--- src/rtl/ps2_pkg.sv ---
// Shared definitions for the PS/2 key controller: scan codes, FSM state
// encoding and the paddle direction type.
package ps2_pkg;

  localparam logic [7:0] SC_F0     = 8'hF0;
  localparam logic [7:0] SC_E0     = 8'hE0;
  localparam logic [7:0] SC_A      = 8'h1C;
  localparam logic [7:0] SC_D      = 8'h23;
  localparam logic [7:0] SC_LARROW = 8'h6B;
  localparam logic [7:0] SC_RARROW = 8'h74;

  localparam logic [7:0] SC_LVL1 = 8'h16;
  localparam logic [7:0] SC_LVL2 = 8'h1E;
  localparam logic [7:0] SC_LVL3 = 8'h26;
  localparam logic [7:0] SC_LVL4 = 8'h25;
  localparam logic [7:0] SC_LVL5 = 8'h2E;
  localparam logic [7:0] SC_LVL6 = 8'h36;
  localparam logic [7:0] SC_LVL7 = 8'h3D;
  localparam logic [7:0] SC_LVL8 = 8'h3E;

  typedef enum logic [1:0] {
    ST_IDLE    = 2'd0,
    ST_BRK     = 2'd1,
    ST_EXT     = 2'd2,
    ST_EXT_BRK = 2'd3
  } ps2_state_e;

  typedef enum logic {
    DIR_L = 1'b0,
    DIR_R = 1'b1
  } dir_e;

  // Map a digit scan code to its level (1..8); 0 means "not a level key".
  function automatic logic [3:0] level_of_code(input logic [7:0] code);
    logic [3:0] lvl;
    case (code)
      SC_LVL1: lvl = 4'd1;
      SC_LVL2: lvl = 4'd2;
      SC_LVL3: lvl = 4'd3;
      SC_LVL4: lvl = 4'd4;
      SC_LVL5: lvl = 4'd5;
      SC_LVL6: lvl = 4'd6;
      SC_LVL7: lvl = 4'd7;
      SC_LVL8: lvl = 4'd8;
      default: lvl = 4'd0;
    endcase
    return lvl;
  endfunction

endpackage

--- src/rtl/ps2_prefix_timer.sv ---
// Prefix follow-up timer. Held at zero while cleared, otherwise counts up
// and raises a one-cycle expiry at TIMEOUT_CYC-1, then restarts from zero.
// An active clear in the expiry cycle suppresses the expiry.
module ps2_prefix_timer #(
  parameter int TIMEOUT_CYC = 200000
) (
  input  logic clk,
  input  logic rst,
  input  logic i_clr,
  output logic o_expire
);

  localparam int              W    = (TIMEOUT_CYC > 1) ? $clog2(TIMEOUT_CYC) : 1;
  localparam logic [W-1:0]    LAST = W'(TIMEOUT_CYC - 1);

  logic [W-1:0] r_cnt;

  assign o_expire = !i_clr && (r_cnt == LAST);

  // Count while a prefix is pending; clear on reset, clear request or expiry.
  always_ff @(posedge clk) begin
    if (rst || i_clr || o_expire) begin
      r_cnt <= '0;
    end else begin
      r_cnt <= r_cnt + 1'b1;
    end
  end

endmodule

--- src/rtl/ps2_key_controller.sv ---
// PS/2 scan-code sequencer for the Breakout game: tracks F0/E0 prefixes,
// keeps per-key held flags and drives level select and paddle direction.
// Optional build macro ARROW_KEYS_EN adds E0-prefixed arrow keys as a second
// source for each paddle direction.
//
// state      | meaning
// -----------+--------------------------------------------
// ST_IDLE    | no prefix pending; next byte is a make code
// ST_BRK     | F0 seen; next byte is a break code
// ST_EXT     | E0 seen; next byte is extended make or F0
// ST_EXT_BRK | E0 F0 seen; next byte is an extended break
module ps2_key_controller
  import ps2_pkg::*;
#(
  parameter int TIMEOUT_CYC   = 200000,
  parameter int DEFAULT_LEVEL = 1
) (
  input  logic       clk,
  input  logic       rst,
  input  logic       rx_valid,
  input  logic [7:0] rx_data,
  input  logic       rx_err,
  output logic [3:0] level,
  output logic       level_chg,
  output logic       left,
  output logic       right,
  output logic       frame_err,
  output logic       timeout
);

  localparam logic [3:0] LVL_RST = 4'(DEFAULT_LEVEL);

  ps2_state_e r_state, w_state_nxt;

  logic [3:0] r_level, w_level_nxt;
  logic       r_level_chg, w_level_chg_nxt;
  logic       r_left, w_left_nxt;
  logic       r_right, w_right_nxt;
  logic       r_frame_err, w_frame_err_nxt;
  logic       r_timeout, w_timeout_nxt;
  logic       r_held_a, w_held_a_nxt;
  logic       r_held_d, w_held_d_nxt;
  dir_e       r_last_dir, w_last_dir_nxt;

  logic       w_do_make, w_do_brk, w_is_ext, w_is_prefix;
  logic       w_timer_clr, w_expire;
  logic       w_l_cur, w_r_cur, w_l_nxt, w_r_nxt;
  logic [3:0] w_code_lvl;

`ifdef ARROW_KEYS_EN
  logic r_held_la, w_held_la_nxt;
  logic r_held_ra, w_held_ra_nxt;
`endif

  assign w_is_prefix = (rx_data == SC_F0) || (rx_data == SC_E0);
  assign w_code_lvl  = level_of_code(rx_data);
  assign w_timer_clr = rx_valid || (r_state == ST_IDLE);

  ps2_prefix_timer #(
    .TIMEOUT_CYC (TIMEOUT_CYC)
  ) u_timer (
    .clk      (clk),
    .rst      (rst),
    .i_clr    (w_timer_clr),
    .o_expire (w_expire)
  );

  // FSM state register.
  always_ff @(posedge clk) begin
    if (rst) begin
      r_state <= ST_IDLE;
    end else begin
      r_state <= w_state_nxt;
    end
  end

  // Next state plus decode strobes; a received byte takes priority over expiry.
  always_comb begin
    w_state_nxt     = r_state;
    w_do_make       = 1'b0;
    w_do_brk        = 1'b0;
    w_is_ext        = 1'b0;
    w_frame_err_nxt = 1'b0;
    w_timeout_nxt   = 1'b0;
    if (rx_valid) begin
      if (rx_err) begin
        w_state_nxt     = ST_IDLE;
        w_frame_err_nxt = 1'b1;
      end else begin
        case (r_state)
          ST_IDLE: begin
            if (rx_data == SC_F0) begin
              w_state_nxt = ST_BRK;
            end else if (rx_data == SC_E0) begin
              w_state_nxt = ST_EXT;
            end else begin
              w_do_make = 1'b1;
            end
          end
          ST_BRK: begin
            w_state_nxt = ST_IDLE;
            w_do_brk    = !w_is_prefix;
          end
          ST_EXT: begin
            if (rx_data == SC_F0) begin
              w_state_nxt = ST_EXT_BRK;
            end else begin
              w_state_nxt = ST_IDLE;
              w_do_make   = 1'b1;
              w_is_ext    = 1'b1;
            end
          end
          ST_EXT_BRK: begin
            w_state_nxt = ST_IDLE;
            w_do_brk    = !w_is_prefix;
            w_is_ext    = 1'b1;
          end
          default: w_state_nxt = ST_IDLE;
        endcase
      end
    end else if (w_expire) begin
      w_state_nxt   = ST_IDLE;
      w_timeout_nxt = 1'b1;
    end
  end

`ifdef ARROW_KEYS_EN
  assign w_l_cur = r_held_a | r_held_la;
  assign w_r_cur = r_held_d | r_held_ra;
  assign w_l_nxt = w_held_a_nxt | w_held_la_nxt;
  assign w_r_nxt = w_held_d_nxt | w_held_ra_nxt;
`else
  assign w_l_cur = r_held_a;
  assign w_r_cur = r_held_d;
  assign w_l_nxt = w_held_a_nxt;
  assign w_r_nxt = w_held_d_nxt;
`endif

  // Key decode: level select, held flags, last-pressed direction and resolution.
  always_comb begin
    w_level_nxt  = r_level;
    w_held_a_nxt = r_held_a;
    w_held_d_nxt = r_held_d;
`ifdef ARROW_KEYS_EN
    w_held_la_nxt = r_held_la;
    w_held_ra_nxt = r_held_ra;
`endif
    if (w_do_make && !w_is_ext) begin
      if (w_code_lvl != 4'd0) w_level_nxt = w_code_lvl;
      if (rx_data == SC_A) w_held_a_nxt = 1'b1;
      if (rx_data == SC_D) w_held_d_nxt = 1'b1;
    end
    if (w_do_brk && !w_is_ext) begin
      if (rx_data == SC_A) w_held_a_nxt = 1'b0;
      if (rx_data == SC_D) w_held_d_nxt = 1'b0;
    end
`ifdef ARROW_KEYS_EN
    if (w_do_make && w_is_ext) begin
      if (rx_data == SC_LARROW) w_held_la_nxt = 1'b1;
      if (rx_data == SC_RARROW) w_held_ra_nxt = 1'b1;
    end
    if (w_do_brk && w_is_ext) begin
      if (rx_data == SC_LARROW) w_held_la_nxt = 1'b0;
      if (rx_data == SC_RARROW) w_held_ra_nxt = 1'b0;
    end
`endif
    w_level_chg_nxt = (w_level_nxt != r_level);

    // Only a group going from released to held moves last_dir, so typematic
    // repeats and a second key in an already-held group leave it alone.
    w_last_dir_nxt = r_last_dir;
    if (!w_l_cur && w_l_nxt) begin
      w_last_dir_nxt = DIR_L;
    end else if (!w_r_cur && w_r_nxt) begin
      w_last_dir_nxt = DIR_R;
    end

    w_left_nxt  = w_l_nxt & (~w_r_nxt | (w_last_dir_nxt == DIR_L));
    w_right_nxt = w_r_nxt & (~w_l_nxt | (w_last_dir_nxt == DIR_R));
  end

  // Registered key state and game-control outputs.
  always_ff @(posedge clk) begin
    if (rst) begin
      r_level     <= LVL_RST;
      r_level_chg <= 1'b0;
      r_left      <= 1'b0;
      r_right     <= 1'b0;
      r_frame_err <= 1'b0;
      r_timeout   <= 1'b0;
      r_held_a    <= 1'b0;
      r_held_d    <= 1'b0;
      r_last_dir  <= DIR_L;
    end else begin
      r_level     <= w_level_nxt;
      r_level_chg <= w_level_chg_nxt;
      r_left      <= w_left_nxt;
      r_right     <= w_right_nxt;
      r_frame_err <= w_frame_err_nxt;
      r_timeout   <= w_timeout_nxt;
      r_held_a    <= w_held_a_nxt;
      r_held_d    <= w_held_d_nxt;
      r_last_dir  <= w_last_dir_nxt;
    end
  end

`ifdef ARROW_KEYS_EN
  // Arrow-key held flags.
  always_ff @(posedge clk) begin
    if (rst) begin
      r_held_la <= 1'b0;
      r_held_ra <= 1'b0;
    end else begin
      r_held_la <= w_held_la_nxt;
      r_held_ra <= w_held_ra_nxt;
    end
  end
`endif

  assign level     = r_level;
  assign level_chg = r_level_chg;
  assign left      = r_left;
  assign right     = r_right;
  assign frame_err = r_frame_err;
  assign timeout   = r_timeout;

endmodule
--- config.mk ---
export PLATFORM = sky130hd
export DESIGN_NAME = ps2_key_controller
export DESIGN_NICKNAME = d
export VERILOG_FILES = /design/src/rtl/ps2_pkg.sv /design/src/rtl/ps2_prefix_timer.sv /design/src/rtl/ps2_key_controller.sv
export SDC_FILE = /design/constraint.sdc
export NUM_CORES = 1
export LEC_CHECK = 0
export CAP_MARGIN = 20
export CORE_UTILIZATION = 54
export CTS_CLUSTER_DIAMETER = 80
export DETAILED_ROUTE_END_ITERATION = 10
export GPL_TIMING_DRIVEN = 0
export HOLD_SLACK_MARGIN = 0.02
export PLACE_DENSITY = 0.78
export SETUP_SLACK_MARGIN = 0.2
export SYNTH_ARGS = -nofsm -noshare
export SYNTH_HDL_FRONTEND = slang
export SYNTH_SLANG_ARGS = --single-unit
--- constraint.sdc ---
create_clock -name clk -period 2.65 [get_ports clk]
set_clock_uncertainty 0.05 [all_clocks]
set_input_delay 0.265 -clock clk [delete_from_list [all_inputs] [get_ports clk]]
set_output_delay 0.265 -clock clk [all_outputs]
set_load 0.02 [all_outputs]
==> results of run 1 <==
per-layer routing:
layer | track usage | vias to the layer above | wire length [um]
met5 | 0 | - | 0
met1 | 0.225 | 686 | 1460
met2 | 0.406 | 26 | 1790
met4 | 0.116 | 0 | 85
li1 | - | 741 | -
met3 | 0.0714 | 9 | 133
cell usage after synthesis (all sizes together), types with 2 or more instances:
cell type	count	area, sq um
and3	7	45.1
nor3	4	20.0
a31oi	2	12.5
o211ai	2	15.0
nor4b	3	26.3
nor4	5	52.6
a211oi	2	20.0
o21ai	4	20.0
o32ai	2	17.5
nor2	27	101
mux2i	2	20.0
xnor2	6	52.6
or4b	2	27.5
nand2b	2	12.5
clkbuf	3	11.3
nand2	11	41.3
nand3	10	50.1
inv	4	15.0
o21a	4	30.0
and2	3	18.8
or3b	3	26.3
nand4b	2	17.5
mux2	2	22.5
dfxtp	32	641
nor2b	2	12.5
nand4	5	31.3
xor2	12	105
buf	3	15.0
a21oi	7	46.3
metrics by stage:
step | power [mW] | utilization | setup slack, ns
global route | 0.951 | 0.696 | 0.297
finish | 0.911 | 0.696 | 0.433
global placement | 0.562 | 0.670 | 0.163
floorplan | 0.532 | - | 0.712
CTS | 0.918 | 0.696 | 0.471
detailed placement | 0.564 | 0.670 | 0.121
critical path: cells and delay by family:
| family | cells | cell delay (ns) |
|---|---|---|
| and+or+nand+nor | 3 | 1.00 |
| AOI/OAI and AO/OA | 1 | 0.26 |
| muxes | 1 | 0.40 |
| buffers and inverters | 1 | 0.47 |
cell type report:
class	count	area, sq um
tap	31	38.8
clock inverter	2	35.0
buffer	6	26.3
inverter	4	15.0
multi-input combinational	148	1000
clock buffer	6	41.3
timing repair buffer	19	190
sequential	32	641
fill	227	866
layout by cell type, fill, tap and decap left out, types with 5 or more instances in the layout:
master	count
clkbuf_4	5
and3_1	6
nand3_1	10
nor2_1	27
clkdlybuf4s50_1	19
dfxtp_1	32
nand4_1	5
nand2_1	11
xor2_1	12
xnor2_1	6
a21oi_1	6
cells by family (layout without fill, tap and decap cells):
group,Yosys count,in the layout,synth area share
flip-flops,32,32,0.381
adder cells (fa/ha/maj),1,1,0.00744
XOR/XNOR,18,18,0.0937
multiplexers,4,4,0.0253
buffers and inverters,10,37,0.0245
AO/OA/AOI/OAI,32,32,0.143
AND/OR/NAND/NOR,93,93,0.325
flip-flops by register name, indices dropped and copies added (netlist names):
name	count
frame_err	1
left	1
level	4
level_chg	1
r_held_a	1
r_held_d	1
r_last_dir	1
r_state	2
right	1
timeout	1
u_timer.r_cnt	18
report_power, final:
| group | internal, mW | leakage, nW | total (mW) | switching, mW |
|---|---|---|---|---|
| clock | 0.198 | 0.0422 | 0.357 | 0.160 |
| sequential | 0.482 | 0.258 | 0.484 | 0.00170 |
| combinational | 0.0328 | 0.354 | 0.0701 | 0.0372 |
| total | 0.713 | 0.655 | 0.911 | 0.198 |
worst max path at each step:
| stage | from | depth (start not counted) | slack [ns] | end |
|---|---|---|---|---|
| 2_1_floorplan | rx_data[4] | 6 | 0.71 | r_last_dir |
| 3_3_place_gp | rx_data[5] | 6 | 0.16 | r_last_dir |
| 3_5_place_dp | rx_data[5] | 6 | 0.12 | r_last_dir |
| 4_1_cts | rx_data[5] | 6 | 0.47 | r_last_dir |
| 5_1_grt | rx_data[1] | 6 | 0.30 | level[0] |
| 6_report | rx_data[5] | 6 | 0.43 | r_last_dir |
==> key figures, run 1 <==
Run status
  – Status: complete, but fails checks
  – Failing checks: DRC

Synth
  – Warning count from the yosys run: 0
  – Syn Std Cell Area: 1680 sq um
  – Synth Area per Inst: 8.85 sq um
  – FFs w/ async S/R, synth: 0
  – Mapped Nets: 203
  – Main synth FF type: dfxtp_1
  – Count of cell types in the netlist: 52
  – Yosys reg bits: 32
  – Sequential area share after synthesis: 0.381
  – Synth Instances: 190
  – Number of synthesized flops with an enable pin: 0

Placed design
  – Placement Cell Area: 1910 sq um
  – Placed insts: 240
  – IO Port Bufs: 19
  – Routability cong.: 0.819
  – Hpwl dp: 2.56 mm

Clocking
  – Deepest clock path buffer count: 2
  – CTS Buf Count: 5
  – H-tree depth: 2
  – Post-CTS Resized: 0
  – # clock sinks: 32
  – Hold Buf Count CTS: 0
  – Worst skew pair latency: 0.33 ns
  – TritonCTS clock tree: yes
  – CTS Root Cell: clkbuf_4
  – Post-CTS Repair Setup Buffers: 0
  – Clk slew on worst S/H paths: 0.10 ns

GRT
  – Initial antenna violation count: 0
  – Largest net degree at the start of global routing: 11
  – Vias in the first global route: 1418
  – First-pass GRT wire length: 5.62 mm
  – Global Route Usage Sum: 0.223
  – Overflow after GRT: 0

Routing
  – Initial DRC count: 49
  – Number of detailed-route iterations in the first pass: 9
  – Vias per Instance: 5.90
  – Drt wl/cell: 14.0 um
  – Final WL: 3.46 mm
  – Via count: 1462
  – Final antenna-violating net count: 0
  – # DRC: 2

Timing
  – Final Hold Fails: 0
  – Max frequency: 451 MHz
  – Slew @ Worst Pin: 0.639 ns
  – Hold_ws: 0.309 ns
  – RSZ-0062 raised after global routing: no
  – Sum Neg Setup Slack: 0 ns
  – Max-slew violations: 0
  – Final Cycle Share: 0.836
  – Fin crit period: 2.22 ns
  – # setup viols final: 0
  – Slew headroom: 0.570

Setup path
  – Setup slack, reg-to-reg: 0.59 ns
  – Worst r2r dst: u_timer.r_cnt[10]
  – CP required: 2.83 ns
  – CP peak stage delay: 0.55 ns
  – Worst r2r src: u_timer.r_cnt[8]
  – CP arrival: 2.40 ns
  – Worst-path fanout max: 6
  – CP Capture Type: register
  – Startpoint class of the critical path: primary input
  – Worst Setup Path Type: primary input to register
  – Depth of the most critical reg-to-reg path: 6
  – Crit-path cells: clkdlybuf4s50_1 > nor4b_1 > nand4_1 > nor4_2 > mux2_2 > o221a_2
  – Slowest-stage cell, CP: nor4b_1

Die
  – Die W: 57.8 um
  – Starting density of the core: 0.589
  – Die Span Y: 57.8 um
  – Die Footprint: 3340 sq um
  – Top Ports: 21
  – Core area: 2850 sq um
  – Num rows: 19

Power
  – Leak: 0.655 nW
  – Cell Pwr Density: 459 nW/um^2
  – Peak supply drop: 0.000478 V

Layout
  – # diodes: 0
  – Nets: 229
  – Area growth syn-to-layout: 18.2%
  – Layout cells sized above 1: 0.124
  – Final Instance Count excl. Fillers: 248
  – Final non-filler cell area: 1990 sq um

Worst hold path
  – Cells on Worst Hold Path: 3
  – Worst hold start: rx_data[4]
  – Worst hold path type: primary input to register
  – WHS Endpoint: level[3]

Job
  – Max-cap violation count: 0
Power figures use the tool's default switching activity.
==> run 2: changes to the inputs <==
--- a/config.mk
+++ b/config.mk
@@ -6,12 +6,12 @@
 export NUM_CORES = 1
 export LEC_CHECK = 0
 export CAP_MARGIN = 20
-export CORE_UTILIZATION = 54
+export CORE_UTILIZATION = 49
 export CTS_CLUSTER_DIAMETER = 80
 export DETAILED_ROUTE_END_ITERATION = 10
 export GPL_TIMING_DRIVEN = 0
 export HOLD_SLACK_MARGIN = 0.02
-export PLACE_DENSITY = 0.78
+export PLACE_DENSITY = 0.75
 export SETUP_SLACK_MARGIN = 0.2
 export SYNTH_ARGS = -nofsm -noshare
 export SYNTH_HDL_FRONTEND = slang
==> constraint.sdc (replaced) <==
create_clock -name clk -period 1.95 [get_ports clk]
set_clock_uncertainty 0.05 [all_clocks]
set_input_delay 0.195 -clock clk [delete_from_list [all_inputs] [get_ports clk]]
set_output_delay 0.195 -clock clk [all_outputs]
set_load 0.02 [all_outputs]
==> run 2 against run 1 <==
Against the previous run: the run now ends clean; sequential power grew 36%; critical path type unchanged; flip-flop and latch count is the same; register-to-register slack got worse by 0.47 ns; global-route usage is essentially flat; critical endpoint unchanged; setup slack lost 0.33 ns; routed wire length rose by 16%; die area increased by 9.8%; non-clock buffer count is 15 higher; count of clock-buffer cells in the layout is the same.
==> key figures, run 2 (synthesized netlist as in run 1, its figures left out) <==
Run status
  – Status: finished clean

Setup path
  – Worst-path fanout max: 8
  – CP required: 2.14 ns
  – Startpoint class of the critical path: primary input
  – CP arrival: 2.04 ns
  – CP Capture Type: register
  – Worst Setup Path Type: primary input to register

Job
  – Max-cap violation count: 0

Power
  – Int Pwr: 0.843 mW
  – Switch share: 0.254
  – Flop pwr share: 0.583
  – Clk network pwr share: 0.311
  – Final Total Pwr: 1.13 mW
  – Peak supply drop: 0.000473 V
  – Psw: 0.287 mW
  – Leak: 0.795 nW
  – Comb power frac: 0.106
  – Cell Pwr Density: 506 nW/um^2

Placed design
  – IO Port Bufs: 19
  – Routability cong.: 0.831
  – Setup Slack @ Placement: -0.496 ns
  – Placed insts: 253
  – Hpwl dp: 2.64 mm

Timing
  – Fin crit period: 1.85 ns
  – Final Hold Fails: 0
  – Hold_ws: 0.210 ns
  – Final Cycle Share: 0.946
  – Slew @ Worst Pin: 0.491 ns
  – Slew headroom: 0.673
  – Max frequency: 542 MHz
  – Max-slew violations: 0
  – # setup viols final: 0
  – RSZ-0062 raised after global routing: yes
  – Final setup margin: 0.105 ns

Layout
  – # diodes: 0
  – Area growth syn-to-layout: 32.9%
  – Final Core Density: 0.709
  – Top reg by flops: u_timer.r_cnt
  – Commonest non-fill, non-tap cell in the layout: dfxtp_1
  – Max reg flops: 18
  – Commonest non-fill, non-tap cells in the layout: 27 x dfxtp_1, 26 x nor2_1, 13 x buf_4
  – Layout cells sized above 1: 0.264
  – Nets: 244
  – Final Instance Count excl. Fillers: 275

GRT
  – Largest net degree at the start of global routing: 11
  – Overflow after GRT: 0
  – Vias in the first global route: 1430
  – Global Route Usage Sum: 0.223
  – First-pass GRT wire length: 6.03 mm
  – Initial antenna violation count: 0

Clocking
  – TritonCTS clock tree: yes
  – CTS Root Cell: clkbuf_4
  – H-tree depth: 2
  – Worst skew pair latency: 0.34 ns
  – Clk slew on worst S/H paths: 0.10 ns
  – CTS Buf Count: 5
  – # clock sinks: 32
  – Hold Buf Count CTS: 0
  – Deepest clock path buffer count: 2

Routing
  – Final WL: 4.03 mm
  – Initial DRC count: 80
  – Via count: 1544
  – Drt wl/cell: 14.6 um
  – # DRC: 0
  – Final antenna-violating net count: 0
  – Number of detailed-route iterations in the first pass: 4
  – Vias per Instance: 5.61

Die
  – Starting density of the core: 0.533
  – Top Ports: 21
  – Die Footprint: 3670 sq um
  – Die Span Y: 60.6 um
  – Die W: 60.6 um
  – Num rows: 20
  – Core area: 3150 sq um

Worst hold path
  – Worst hold path type: primary input to register
[run 2: changes by cell type in the layout (fill, tap and decap cells not counted), sizes merged]
cell	delta
clkdlybuf4s50	-8
dlygate4sd2	+6
bufinv	-1
dlymetal6s2s	+2
buf	+15
[run 2: layer usage]
metal,wire length [um],vias to the layer above,GRT usage
met5,0,-,0
met4,78,0,0.107
met3,169,10,0.0661
met2,2060,30,0.396
met1,1710,731,0.241
li1,-,773,-
[run 2: final timing paths]
check	startpoint	endpoint	slack (ns)	depth (start not counted)
setup / recovery	rx_data[0]	r_last_dir	0.10	6
hold / removal	rx_valid	frame_err	0.21	2
setup reg to reg	u_timer.r_cnt[9]	r_state[1]	0.12	5
hold reg to reg	u_timer.r_cnt[0]	u_timer.r_cnt[0]	0.45	1
[run 2: worst max-delay path: stages]
cell	delay, ns
dlygate4sd2_1	0.36
and4bb_2	0.32
and2_1	0.20
nor4_4	0.31
mux2_2	0.39
o221a_2	0.26
[run 2: power groups by stage]
stage	Sequential [mW]	Clock, mW	Combinational, mW
detailed placement	0.673	0	0.0970
global placement	0.673	0	0.0938
CTS	0.658	0.357	0.112
global route	0.659	0.384	0.127
floorplan	0.674	0	0.0505
finish	0.658	0.352	0.120
[run 2: timing repair]
action	in CTS	in global routing
hold endpoints to repair	0	0
endpoints found under the setup margin	21	29
cloned	0	1
buffers inserted	7	7
pin swaps	3	5
resized for setup	20	16
[run 2: cell type report]
type                    instances  area [sq um]
inverters                       4          15.0
repair buffers                 34           308
well taps                      44          55.1
multi-input cells             148          1110
clock inverters                 1          5.00
flip-flops and latches         32           647
clock buffers                   6          41.3
fillers                       250           918
plain buffers                   6          48.8
[run 2: per-stage QoR]
stage | cell area, sq um | setup TNS (ns)
after floorplan | 1710 | 0
after global placement | 1950 | -4.84
after detailed placement | 1950 | -5.30
after CTS | 2120 | 0
after global routing | 2230 | 0
final | 2230 | 0
